--- config.mk ---
export PLATFORM = sky130hd
export DESIGN_NAME = shift_register
export DESIGN_NICKNAME = d
export VERILOG_FILES = /design/src/rtl/shift_register_pkg.sv /design/src/rtl/shift_register_stage.sv /design/src/rtl/shift_register.sv
export SDC_FILE = /design/constraint.sdc
export NUM_CORES = 1
export LEC_CHECK = 0
export ABC_CLOCK_PERIOD_IN_PS = 1900
export CORE_AREA = 5 5 42 44
export DETAILED_ROUTE_END_ITERATION = 8
export DIE_AREA = 0 0 47 49
export SLEW_MARGIN = 20
export SYNTH_ARGS = -nofsm -noshare
export SYNTH_HDL_FRONTEND = slang
export SYNTH_SLANG_ARGS = --single-unit
export TNS_END_PERCENT = 1
--- constraint.sdc ---
create_clock -name clk -period 1.9 [get_ports clk]
set_input_delay 0.38 -clock clk [delete_from_list [all_inputs] [get_ports clk]]
set_output_delay 0.38 -clock clk [all_outputs]
set_load 0.005 [all_outputs]
--- src/rtl/shift_register_pkg.sv ---
// Shared types and constants for the rotating shift register.
// The next-state select decoding lives here so every stage agrees on it.
package shift_register_pkg;

  localparam int   SR_WIDTH_DEFAULT = 8;
  localparam logic SR_RESET_VAL     = '0;

  typedef enum logic [1:0] {
    SR_LOAD = 2'd0,
    SR_ROTL = 2'd1,
    SR_ROTR = 2'd2
  } sr_op_t;

  // dir only matters while rotating; a load ignores it.
  function automatic sr_op_t sr_decode_op(input logic shift, input logic dir);
    if (!shift) begin
      return SR_LOAD;
    end
    return dir ? SR_ROTR : SR_ROTL;
  endfunction

endpackage : shift_register_pkg

--- src/rtl/shift_register_stage.sv ---
// One bit of the rotating register: async active-low clear flop behind a
// 3:1 mux of seed bit, lower-index neighbour and higher-index neighbour.
module shift_register_stage
  import shift_register_pkg::*;
(
  input  logic   clk,
  input  logic   rst,
  input  sr_op_t op,
  input  logic   d0_bit,
  input  logic   lsb_side,
  input  logic   msb_side,
  output logic   q
);

  logic q_next;

  always_comb begin
    // NOTE: default assigned first so no path through this block infers a latch.
    q_next = q;
    case (op)
      SR_LOAD: q_next = d0_bit;
      SR_ROTL: q_next = lsb_side;
      SR_ROTR: q_next = msb_side;
      default: q_next = q;
    endcase
  end

  // NOTE: non-blocking assignment keeps every stage sampling pre-edge neighbour values.
  always_ff @(posedge clk or negedge rst) begin
    if (!rst) begin
      q <= SR_RESET_VAL;
    end else begin
      q <= q_next;
    end
  end

endmodule : shift_register_stage

--- src/rtl/shift_register.sv ---
// Parallel-load circular shift register built from WIDTH one-bit stages.
// Optional macro SHIFTREG_DIR_EN adds a dir input selecting right rotation.
module shift_register
  import shift_register_pkg::*;
#(
  parameter int WIDTH = SR_WIDTH_DEFAULT
) (
  input  logic             clk,
  input  logic             rst,
  input  logic [WIDTH-1:0] D0,
  input  logic             shift,
`ifdef SHIFTREG_DIR_EN
  input  logic             dir,
`endif
  output logic [WIDTH-1:0] Q
);

  if (WIDTH < 2) begin : g_width_check
    $error("shift_register: WIDTH must be at least 2");
  end

  sr_op_t           op;
  logic [WIDTH-1:0] q_bits;

`ifdef SHIFTREG_DIR_EN
  assign op = sr_decode_op(shift, dir);
`else
  assign op = sr_decode_op(shift, 1'b0);
`endif

  // Neighbour indices wrap so the MSB feeds bit 0 on a left rotate and
  // bit 0 feeds the MSB on a right rotate.
  for (genvar i = 0; i < WIDTH; i++) begin : g_stage
    localparam int LO = (i + WIDTH - 1) % WIDTH;
    localparam int HI = (i + 1) % WIDTH;

    shift_register_stage u_stage (
      .clk      (clk),
      .rst      (rst),
      .op       (op),
      .d0_bit   (D0[i]),
      .lsb_side (q_bits[LO]),
      .msb_side (q_bits[HI]),
      .q        (q_bits[i])
    );
  end

  assign Q = q_bits;

endmodule : shift_register

=== Yosys cells after proc, flatten, opt, wreduce, memory -nomap -nowiden ===
Index checks and enable logic that the tools add are counted.

* Bits in registers: 8
* Input bits: 11
* Logic and storage cells: 21

* Eq/ne operators: 2
* Multiplexer cells: 9
* Reductions and logical operators: 2

{| class="wikitable"
|+ Operators with widths
! cell !! count
|-
| case mux 1 bit (3 select lines) || 8
|-
| nonzero test 3 bit || 1
|-
| equality test 1 x 2 -> 1 bit (second input constant) || 1
|-
| zero test 2 bit || 1
|-
| equality test 1 bit (second input constant) || 1
|-
| 2-to-1 mux 1 bit || 1
|}

=== Longest topological paths before layout ===
Gate-level depths: netlist of the first run.

* Word-level depth: 3
* Gate-level depth with buffers: 2
* Mapped depth without buffers: 1

=== Hierarchy ===
A second synthesis of the first run with hierarchy kept.

* Cells, all modules: 89
* Area, all modules: 904.6 µm²

{| class="wikitable"
|+ By module, submodules not included
! module !! times used !! cells an instance !! area each (µm²)
|-
| shift_register_stage || 8 || 11 || 112.6
|-
| shift_register || 1 || 1 || 3.8
|}

=== Least setup slack after synthesis of the first run ===
OpenSTA, ideal clock, no wires.

* Kind: input-to-reg
* Start point: input port shift
* End point: register g_stage[0].u_stage.q
* Library setup time: 0.125 ns
* Arrival: 0.797 ns
* Required time: 1.775 ns
* Setup slack: 0.978 ns
* Stages on the path: 2
* Cell sequence: buf_6 > mux2_4

* Longest elaborated chain between the ends: 3
* Elaborated cells between the ends (all ways): 6

{| class="wikitable"
|+ Ends and longest elaborated chain
! what !! RTL line !! text
|-
| start, declared || shift_register.sv:11 || <nowiki>input logic shift,</nowiki>
|-
| 2-to-1 mux 1 bit * || shift_register_pkg.sv:19 || <nowiki>return dir ? SR_ROTR : SR_ROTL;</nowiki>
|-
| equality test 1 x 2 -> 1 bit, or another cell as far along || shift_register_stage.sv:20 || <nowiki>case (op)</nowiki>
|-
| case mux 1 bit (3 select lines) * || shift_register_stage.sv:20 ||
|-
| via g_stage[0].u_stage.q_next || shift_register_stage.sv:15 || <nowiki>logic q_next;</nowiki>
|-
| end signal, assigned || shift_register_stage.sv:33 || <nowiki>q <= q_next;</nowiki>
|-
| end, declared || shift_register_stage.sv:12 || <nowiki>output logic q</nowiki>
|}

The timed path passes the listed nets; every way through them passes the cells marked *.
A chain may end at the register's enable or synchronous reset.

=== Final worst setup path of the first run ===
* Start point: register g_stage[0].u_stage.q
* End point: output port Q[0]

{| class="wikitable"
|+ RTL lines
! what !! RTL line !! text
|-
| end, declared || shift_register.sv:15 || <nowiki>output logic [WIDTH-1:0] Q</nowiki>
|}

No word-level cell between the ends.

==> key figures, run 1 <==
Run status
  • Outcome: complete, no violations

Setup path
  • Critical-path top delay cell: clkdlybuf4s50_1
  • WP buf/inv: 1
  • CP Max Fanout: 2
  • Crit path capture type: output pin
  • Top delay family on crit path: buffers and inverters
  • Worst path required time: 1.52 ns
  • CP arrival: approximately 1.1 ns
  • Worst path max stage delay: roughly 0.52 ns
  • Startpoint Class: flop
  • Crit path kind: reg2out
  • CP Cell Sequence: clkdlybuf4s50_1

Route
  • Routed via count: 223
  • Wire per inst: roughly 13 um
  • Drc violations: 0
  • Post-Route WL: 740 um
  • Antenna viol nets, final: 0
  • Drt first pass iters: 1
  • Vias per cell: roughly 4
  • DRT iter0 DRCs: 0

Die
  • Die Wd: 47 um
  • FP Rows: 14
  • Initial Util: 27.9%
  • Die Y: 49 um
  • Die Footprint: 2300 sq um
  • # IOs: 19
  • Placeable Area: 1400 sq um

GRT
  • Largest net degree at the start of global routing: 9
  • First-pass GRT wire length: 1.15 mm
  • Overall global routing resource usage: 7.72%
  • Gr ovfl total: 0
  • Vias in the first global route: 260
  • Antenna violations before repair: 0

Timing
  • RSZ-0062 raised after global routing: false
  • Slew @ Worst Pin: 0.372 ns
  • Slew margin rel.: between 70% and 80%
  • Tcrit/Tclk final: 79.3%
  • Minimum clock period: 1.51 ns
  • Max-slew violations: 0
  • Setup violations, final: 0
  • Worst setup margin: 0.394 ns
  • Clock skew: between 0.001 and 0.0015 ns
  • Peak Freq: 0.664 GHz
  • Hold WS: 0.412 ns
  • Final hold vios: 0
  • Total negative slack: 0 ns

Power and ir drop
  • Cell leakage power: 0.253 nW
  • Comb power frac: 23.0%
  • Internal power: 0.333 mW
  • Total Power: around 0.42 mW
  • Seq pwr share: 46.7%
  • PwrDens: ~760 nW/um^2
  • Net switching fraction of the power: a little over a fifth
  • Clk pwr share: 30.3%
  • Peak supply drop: 353 uV
  • Switching pwr: 0.0890 mW

Logic synthesis
  • Post-Synthesis Cell Area: 392 sq um
  • Main combinational cell family by area after synthesis: multiplexers
  • Post-Synth XOR/XNOR Area: 0%
  • #FFs+latches synth: 8
  • Post-synthesis sequential area ratio: approximately half
  • Syn Nets: 36
  • Compound-Gate Fraction of Synth Area: 0%
  • Simple-Gate Fraction of Synth Area: 0%
  • Ys Warns: 0
  • Synth Area in Adders: 0%
  • Netlist cell types: 4
  • Post-Syn Instances: 25
  • Post-Syn Area per Cell: around 16 sq um
  • Mux cell area share after synthesis: 30.7%

Placed design
  • Placed inst area: 536 sq um
  • DP Worst Slack: 0.448 ns
  • DP HPWL: 572 um
  • Dpl cells: 52
  • Final GP Congestion: ~0.7
  • Count of input and output buffers: 18

Clock tree
  • CTS tree: done
  • Post-CTS sizing: 0
  • Worst-path clk slew: 0.05 ns
  • Clock latency on the worst-skew pair: 0.25 ns
  • Post-CTS Hold Buffers: 0
  • CTS sink cnt: 8
  • Post-CTS Setup Bufs: 0
  • Root buffer selected by CTS: clkbuf_4
  • CTS Buf Count: 3
  • CTS max path bufs: 2
  • H-tree depth: 1

Hold path
  • Hold/Removal Path Class: in2async

Finish
  • Finished Cell Area: 558 sq um
  • Max FFs per register: 8
  • Fin util: 39.8%
  • Layout Nets: 52
  • Biggest register: g_stage.u_stage.q
  • FF+latch area: 200 sq um
  • Fin cells: 55
  • Fillers: 139
  • Multi-input logic area: 120 sq um
  • Layout cells sized above 1: 33.3%
  • Biggest regs: g_stage.u_stage.q: 8 flops
  • Inserted Diodes: 0
  • P&R area growth vs syn: 42.5%

Job
  • MaxCap Viol Count: 0
[layer usage]
metal  global-route usage, %  share of wire (%)
met3                    4.80                 10
met4                    5.53                  0
met2                    11.5                 52
met5                       0                  0
met1                    7.38                 37
[area by class of cell]
| type | instances | area share [%] |
|---|---|---|
| Sequential cell | 8 | 35.9 |
| Clock buffer | 3 | 4.04 |
| Timing Repair Buffer | 20 | 35.0 |
| Tap cell | 16 | 3.59 |
| Multi-Input combinational cell | 8 | 21.5 |
[synthesized netlist by cell type]
cell type / count / area, sq um
buf_4: 8 / 60.1
mux2_4: 8 / 120
buf_6: 1 / 11.3
dfrtp_1: 8 / 200
[power groups by stage]
stage | Sequential (mW) | Combinational [mW] | Clock (mW)
after global placement | 0.199 | 0.0974 | 0
after CTS | 0.198 | 0.0992 | 0.139
after global routing | 0.200 | 0.103 | 0.145
after detailed placement | 0.200 | 0.0984 | 0
after floorplan | 0.197 | 0.0600 | 0
final | 0.197 | 0.0969 | 0.128
[final timing paths]
kind | startpoint | to | slack (ns) | cells past startpoint
max reg2reg | g_stage[0].u_stage.q | g_stage[1].u_stage.q | 1.14 | 1
max in group asynchronous | rst | g_stage[3].u_stage.q | 1.22 | 1
max | g_stage[0].u_stage.q | Q[0] | 0.39 | 1
min reg2reg | g_stage[2].u_stage.q | g_stage[3].u_stage.q | 0.51 | 1
min | rst | g_stage[5].u_stage.q | 0.41 | 1
min in group clk | g_stage[2].u_stage.q | g_stage[3].u_stage.q | 0.51 | 1
[cell families (layout without fill, tap and decap cells)]
logic type	Yosys count	in the layout
flip-flops	8	8
buffers and inverters	9	23
multiplexers	8	8
[cell usage in the layout, fill, tap and decap left out, drive strengths merged]
cell type	instances
clkdlybuf4s50	18
clkbuf	3
mux2	8
dfrtp	8
buf	2
Power figures use the tool's default switching activity.
==> run 2, diff against run 1 <==
--- a/config.mk
+++ b/config.mk
@@ -5,7 +5,7 @@
 export SDC_FILE = /design/constraint.sdc
 export NUM_CORES = 1
 export LEC_CHECK = 0
-export ABC_CLOCK_PERIOD_IN_PS = 1900
+export ABC_CLOCK_PERIOD_IN_PS = 1600
 export CORE_AREA = 5 5 42 44
 export DETAILED_ROUTE_END_ITERATION = 8
 export DIE_AREA = 0 0 47 49
==> constraint.sdc (replaced) <==
create_clock -name clk -period 1.6 [get_ports clk]
set_input_delay 0.32 -clock clk [delete_from_list [all_inputs] [get_ports clk]]
set_output_delay 0.32 -clock clk [all_outputs]
set_load 0.005 [all_outputs]
==> results of run 2 <==
The final DEF is identical to that of run 1. Status: complete, no violations.
Main changes from that run: setup slack after placement 0.448 ns -> 0.208 ns; setup slack after layout 0.394 ns -> 0.154 ns; hold slack 0.412 ns -> 0.352 ns; register-to-register setup slack 1.14 ns -> 0.84 ns; total power 0.422 mW -> 0.502 mW; worst IR drop on VDD 353 uV -> 420 uV
